**config.mk**
```make
export PLATFORM = sky130hd
export DESIGN_NAME = seq_bit_serializer_flat
export DESIGN_NICKNAME = d
export VERILOG_FILES = /design/src/rtl/seq_bit_serializer_if.sv /design/src/rtl/seq_bit_serializer.sv /design/src/flat_wrapper.sv
export SDC_FILE = /design/constraint.sdc
export NUM_CORES = 1
export LEC_CHECK = 0
export CAP_MARGIN = 10
export CELL_PAD_IN_SITES_DETAIL_PLACEMENT = 1
export CELL_PAD_IN_SITES_GLOBAL_PLACEMENT = 2
export CORE_UTILIZATION = 26
export CTS_CLUSTER_SIZE = 40
export DETAILED_ROUTE_END_ITERATION = 10
export GPL_TIMING_DRIVEN = 0
export PLACE_DENSITY_LB_ADDON = 0.12
export RECOVER_POWER = 100
export SYNTH_ARGS = -nofsm -noshare
export SYNTH_HDL_FRONTEND = slang
export SYNTH_SLANG_ARGS = --single-unit
```
**constraint.sdc**
```tcl
create_clock -name clk -period 1.4 [get_ports clk]
set_clock_uncertainty 0.2 [all_clocks]
set_input_delay 0.21 -clock clk [delete_from_list [all_inputs] [get_ports clk]]
set_output_delay 0.21 -clock clk [all_outputs]
set_load 0.02 [all_outputs]
```
**src/rtl/seq_bit_serializer_if.sv**
```systemverilog
// Word-in / bit-out handshake bundle for the parallel-to-serial front end.
// master drives words in; slave is the serializer.
interface seq_bit_serializer_if #(
    parameter int WIDTH = 4
);
    logic [WIDTH-1:0] din;
    logic             din_valid;
    logic             din_ready;
    logic             ser_out;
    logic             ser_valid;
    logic             busy;

    modport master (
        output din,
        output din_valid,
        input  din_ready,
        input  ser_out,
        input  ser_valid,
        input  busy
    );

    modport slave (
        input  din,
        input  din_valid,
        output din_ready,
        output ser_out,
        output ser_valid,
        output busy
    );
endinterface

```
**src/rtl/seq_bit_serializer.sv**
```systemverilog
// Parallel-to-serial front end: WIDTH-bit words in, one bit per clk out.
// A single hold buffer behind the shifter gives gap-free back-to-back words.
module seq_bit_serializer #(
    parameter int WIDTH     = 4,
    parameter bit MSB_FIRST = 1'b1,
    parameter bit IDLE_BIT  = 1'b0
) (
    input  logic                clk,
    input  logic                reset,
    seq_bit_serializer_if.slave bus
);
    localparam int CW = (WIDTH > 1) ? $clog2(WIDTH) : 1;
    localparam logic [CW-1:0] LAST = CW'(WIDTH - 1);

    localparam logic [0:0] ST_IDLE  = 1'b0;
    localparam logic [0:0] ST_SHIFT = 1'b1;

    logic [0:0]       state;
    logic [WIDTH-1:0] shift_reg;
    logic [WIDTH-1:0] hold_reg;
    logic [CW-1:0]    bit_cnt;
    logic             hold_full;

    logic             accept;
    logic             last_bit;
    logic             head_bit;
    logic [WIDTH-1:0] shifted;

    // Ready comes from registered state only, never from din_valid.
    assign accept   = bus.din_valid && !hold_full;
    assign last_bit = (state == ST_SHIFT) && (bit_cnt == LAST);

    assign head_bit = MSB_FIRST ? shift_reg[WIDTH-1] : shift_reg[0];
    assign shifted  = MSB_FIRST ? {shift_reg[WIDTH-2:0], 1'b0}
                                : {1'b0, shift_reg[WIDTH-1:1]};

    always_ff @(posedge clk) begin
        if (reset) begin
            state     <= ST_IDLE;
            shift_reg <= '0;
            hold_reg  <= '0;
            bit_cnt   <= '0;
            hold_full <= 1'b0;
        end else begin
            unique case (state)
                ST_IDLE: begin
                    bit_cnt <= '0;
                    if (accept) begin
                        shift_reg <= bus.din;
                        state     <= ST_SHIFT;
                    end
                end
                ST_SHIFT: begin
                    if (last_bit) begin
                        bit_cnt <= '0;
                        // Hold drains first; ready is low then, so no accept collides.
                        if (hold_full) begin
                            shift_reg <= hold_reg;
                            hold_full <= 1'b0;
                        end else if (accept) begin
                            shift_reg <= bus.din;
                        end else begin
                            shift_reg <= shifted;
                            state     <= ST_IDLE;
                        end
                    end else begin
                        shift_reg <= shifted;
                        bit_cnt   <= bit_cnt + 1'b1;
                        if (accept) begin
                            hold_reg  <= bus.din;
                            hold_full <= 1'b1;
                        end
                    end
                end
                default: begin
                    state <= ST_IDLE;
                end
            endcase
        end
    end

    assign bus.din_ready = !hold_full;
    assign bus.ser_valid = (state == ST_SHIFT);
    assign bus.ser_out   = (state == ST_SHIFT) ? head_bit : IDLE_BIT;
    assign bus.busy      = (state == ST_SHIFT) || hold_full;
endmodule
```
**src/flat_wrapper.sv**
```systemverilog
// flat-port wrapper written by rule: the top's interface ports become plain ports
module seq_bit_serializer_flat 
#(
    parameter int WIDTH     = 4,
    parameter bit MSB_FIRST = 1'b1,
    parameter bit IDLE_BIT  = 1'b0
)
  (clk, reset, bus_din, bus_din_valid, bus_din_ready, bus_ser_out, bus_ser_valid, bus_busy);
  seq_bit_serializer_if #(.WIDTH(WIDTH)) bus_i ();
  input  logic clk;
  input  logic reset;
  input wire logic [$bits(bus_i.din)-1:0] bus_din;
  input wire logic [$bits(bus_i.din_valid)-1:0] bus_din_valid;
  output wire logic [$bits(bus_i.din_ready)-1:0] bus_din_ready;
  output wire logic [$bits(bus_i.ser_out)-1:0] bus_ser_out;
  output wire logic [$bits(bus_i.ser_valid)-1:0] bus_ser_valid;
  output wire logic [$bits(bus_i.busy)-1:0] bus_busy;
  assign bus_i.din = bus_din;
  assign bus_i.din_valid = bus_din_valid;
  assign bus_din_ready = bus_i.din_ready;
  assign bus_ser_out = bus_i.ser_out;
  assign bus_ser_valid = bus_i.ser_valid;
  assign bus_busy = bus_i.busy;
  seq_bit_serializer #(.WIDTH(WIDTH), .MSB_FIRST(MSB_FIRST), .IDLE_BIT(IDLE_BIT)) u_core (.clk(clk), .reset(reset), .bus(bus_i));
endmodule
```
After elaboration in Yosys (flattened, before gate mapping)
Index checks and enable logic that the tools add are counted.
{"block": "totals", "regBits": 12, "in_bits": 7, "output_inout_bits": 4, "word_cells": 31}
{"block": "op_classes", "add_sub_neg": 1, "eq_ne": 2, "muxes": 14, "bitwise_logic": 2, "n_reduce_logical": 7}
{"operator": "$mux 4", "n": 4}
{"operator": "$pmux 4 s2", "n": 1}
{"operator": "$mux 1", "n": 6}
{"operator": "$pmux 2 s2", "n": 1}
{"operator": "$reduce_and 3->1", "n": 1}
{"operator": "$add 2x1->2 const B", "n": 1}
{"operator": "$eq 2x2->1 const B", "n": 1}
{"operator": "$logic_and 1x1->1", "n": 2}
{"operator": "$mux 2", "n": 1}
{"operator": "$ne 2x1->1 const B", "n": 1}
{"operator": "$not 1->1", "n": 2}
{"operator": "$pmux 1 s2", "n": 1}
{"operator": "$reduce_and 2->1", "n": 1}
{"operator": "$reduce_bool 2->1", "n": 1}
{"operator": "$logic_not 1->1", "n": 1}
{"operator": "$logic_or 1x1->1", "n": 1}

Depth between registers and ports, before layout
{"block": "logic_depth", "depth_word": 6, "ltp_mapped": 7, "ltp_nobuf": 5}

Worst setup path before layout
Ideal clock, no wire load.
{"block": "synth_path", "path_type": "register -> register", "startpoint": "register u_core.bit_cnt[0]", "endpoint": "register u_core.hold_reg[0]", "setup_ns": 0.128, "t_arrival_ns": 1.148, "t_required_ns": 1.072, "setup_slack_ns": -0.076, "stages_incl_launch_ff": 8, "path_buffers": 2, "synth_period_minus_slack_ns": 1.476, "cell_sequence": "dfxtp_1 ha_1 buf_2 inv_1 and3_1 buf_6 mux2i_1 nor2_1"}
{"block": "synth_between", "elab_chain_len": 4}
{"element": "start, declared", "line": "seq_bit_serializer.sv:21", "text": "logic [CW-1:0] bit_cnt;"}
{"element": "start signal, assigned", "line": "seq_bit_serializer.sv:68", "text": "bit_cnt <= bit_cnt + 1'b1;"}
{"element": "$eq 2x2->1", "line": "seq_bit_serializer.sv:31", "text": "assign last_bit = (state == ST_SHIFT) && (bit_cnt == LAST);"}
{"element": "$logic_and 1x1->1", "line": "seq_bit_serializer.sv:31"}
{"element": "$not 1->1 (no source line)"}
{"element": "$reduce_and 3->1 (no source line)"}
{"element": "end signal, assigned", "line": "seq_bit_serializer.sv:70", "text": "hold_reg <= bus.din;"}
{"element": "end, declared", "line": "seq_bit_serializer.sv:20", "text": "logic [WIDTH-1:0] hold_reg;"}
Every way passes these cells.
A chain may end at the register's enable or synchronous reset.

Final worst setup path
{"block": "layout_path", "startpoint": "register u_core.hold_full", "endpoint": "output port bus_busy"}
{"block": "layout_between", "elab_chain_len": 1}
{"element": "start, declared", "line": "seq_bit_serializer.sv:22", "text": "logic hold_full;"}
{"element": "start signal, assigned", "line": "seq_bit_serializer.sv:43", "text": "hold_full <= 1'b0;"}
{"element": "start signal, assigned", "line": "seq_bit_serializer.sv:59", "text": "hold_full <= 1'b0;"}
{"element": "start signal, assigned", "line": "seq_bit_serializer.sv:71", "text": "hold_full <= 1'b1;"}
{"element": "$logic_or 1x1->1", "line": "seq_bit_serializer.sv:85", "text": "assign bus.busy = (state == ST_SHIFT) || hold_full;"}
{"element": "end, declared", "line": "flat_wrapper.sv:17", "text": "output wire logic [$bits(bus_i.busy)-1:0] bus_busy;"}
Every way passes these cells.

==> impl_results.md <==
* Number of global-route vias before repair at ~580
* Critical Setup Path Class: reg2out
* Max Clock Freq at 0.664 GHz
* Final WL at 1640 um
* TNS Setup at -0.385 ns
* MaxCap Viol Count at 0
* Yosys Warn Count at 0
* Register bit count reported by yosys at 12
* Fillers at ~240
* Die area at 2480 um2
* Pleak at 0.353 nW
* Worst Tran Pin Value at between 0.6 and 0.7 ns
* PwrDens at approximately 950 nW/um2
* Synth-to-layout area growth at 56.0%
* Die Y at 49.8 um
* Largest net degree at the start of global routing at 11
* Final hold vios at 0
* Drt via density at 4.79
* Failing checks: negative setup slack
* Die W at about 50 um
* CTS Root Cell: clkbuf_4
* Core area at between 2000 and 2500 um2
* Wirelength per Cell at 14.6 um
* First-pass GRT wire length at 2700 um
* Post-synthesis mux area share at 0.0674
* Worst EP arrival at 1.09 ns
* Worst endpoint required time at 0.99 ns
* Routed Antenna Nets at 0
* IO Port Bufs at 10
* Multi-input logic area at 380 um2
* H-tree levels at 1
* Hold WC Path Type: in2reg
* CP Capture Type: primary output
* Register area share after synthesis at 0.404
* Post-synth cell types at 25
* Worst setup margin at -0.105 ns
* Cell row count at 16
* Simple-gate area share of the yosys netlist at 0.215
* TritonCTS clock tree: yes
* CP Max Fanout at 4
* Syn nets at 73
* Drt first pass iters at 2
* All-Layer GR Usage at 0.151
* Compound-Gate Fraction of Synth Area at 0.208
* Num ports at 11
* Hold-fix buffers, CTS at 0
* Final Wtd Congestion at 0.677
* Detailed-route DRC error count at 0
* Hpwl dp at 962 um
* Synthesized area at 594 um2
* N_diodes at 0
* TritonCTS buffer count at 3
* Initial drt markers at 2
* Total congestion overflow at 0
* Final Setup Violations at 10
* Worst slack, placed at -0.550 ns
* Largest family of logic cells by synthesized area: simple AND/OR/NAND/NOR gates
* Clock slew at reported path FFs at 0.08 ns
* Startpoint Class: flop
* Status: finished, violations left
* Share of cells above drive strength 1 at 0.447
* Max-slew violations at 0
* Initial antenna violation count at 0
* Net count, final at 94
* Peak VDD IR at 0.456 mV
* Post-Synth XOR/XNOR Area at 0
* Clk buf depth at 2
* Storage element area at approximately 250 um2
* Clk sink count at 12
* Final Cycle Share at 1.07
* Synth Area in Adders at 0.0211
* Initial Util at 0.288
* Slew Limit Headroom at 0.598
* Synth Area per Inst at 9.14 um2
* Unrepaired setup endpoints after global routing: yes
* Worst skew pair latency at 0.28 ns
* Min Tclk post-route at 1.50 ns
* Synth Instances at 65
* Routed via count at 537
kinds of logic (layout without fill, tap and decap cells):
logic type	Yosys count	in the layout
compound gates	17	17
fa+ha+maj	1	1
buf+inv	8	28
flops	12	12
mux	4	4
simple gates	23	23
metrics by stage:
stage          utilization  power (mW)  instances  hold slack, ns  area, um2
2_1_floorplan            -       0.478         65          0.0857        604
3_3_place_gp         0.358       0.537        102           0.219        738
3_5_place_dp         0.358       0.539        102           0.230        738
4_1_cts              0.422       0.874        111           0.227        871
5_1_grt              0.450       0.934        112           0.253        927
6_report             0.450       0.885        112           0.245        927
layer usage:
layer | global-route usage | routed length [um] | vias up
met5 | 0 | 0 | -
met4 | 0.0857 | 23 | 0
met3 | 0.0278 | 46 | 4
met2 | 0.266 | 809 | 10
met1 | 0.168 | 756 | 254
li1 | - | - | 269
placed cells by master (no fill, tap or decap), types with 2 or more instances in the layout:
master	n
a21oi_1	2
buf_4	6
a22o_1	4
a211oi_2	2
nand2_1	7
buf_6	5
clkbuf_4	3
nor2_1	4
a311oi_2	2
clkdlybuf4s50_1	5
buf_12	2
mux2i_1	4
and2_4	3
dfxtp_1	10
report_power, final:
group          switching (mW)  internal, mW  total (mW)
registers              0.0156         0.363       0.379
clock network           0.131         0.158       0.289
logic                  0.0964         0.121       0.217
total                   0.243         0.642       0.885
worst max-delay path: stages (launching register included):
cell	delay [ns]
dfxtp_2	0.34
buf_6	0.12
or2_4	0.24
buf_6	0.13
worst paths after layout:
check	slack [ns]	depth (start not counted)	end	start
worst min-delay path	0.25	3	u_core.hold_full	bus_din_valid
worst max-delay path	-0.10	3	bus_busy	u_core.hold_full
worst max register to register	-0.08	5	u_core.shift_reg[3]	u_core.hold_full
worst min register to register	0.30	1	u_core.bit_cnt[0]	u_core.bit_cnt[0]
cell type report:
cell class | instances | share of cell area
inverters | 2 | 0.00810
flip-flops and latches | 12 | 0.265
clock buffers | 4 | 0.0391
well taps | 27 | 0.0364
plain buffers | 3 | 0.0324
repair buffers | 19 | 0.209
multi-input cells | 45 | 0.410
what timing repair did:
item,in CTS,in global routing
buffers inserted,7,2
pin swaps,7,8
setup endpoints to repair,12,11
gates cloned,0,0
resized for setup,37,11
cell usage after synthesis:
| library cell | count | area share |
|---|---|---|
| dfxtp_1 | 12 | 0.40 |
| nand2_1 | 8 | 0.051 |
| a211oi_1 | 4 | 0.051 |
| a22o_1 | 4 | 0.059 |
| and2_1 | 4 | 0.042 |
| mux2i_1 | 4 | 0.067 |
| nor2_1 | 4 | 0.025 |
| a21oi_1 | 3 | 0.025 |
| a311oi_1 | 3 | 0.044 |
| buf_6 | 2 | 0.038 |
| clkbuf_1 | 2 | 0.013 |
| inv_1 | 2 | 0.013 |
| a21o_1 | 1 | 0.013 |
| and3_1 | 1 | 0.011 |
| buf_2 | 1 | 0.0084 |
| buf_4 | 1 | 0.013 |
| ha_1 | 1 | 0.021 |
| nand3_1 | 1 | 0.0084 |
| nor2b_4 | 1 | 0.023 |
| nor4b_1 | 1 | 0.015 |
| nor4bb_1 | 1 | 0.017 |
| o21ai_0 | 1 | 0.0084 |
| o21ai_1 | 1 | 0.0084 |
| or2_2 | 1 | 0.011 |
| or2b_1 | 1 | 0.013 |
Note: power is estimated with default switching activity, not from simulation.
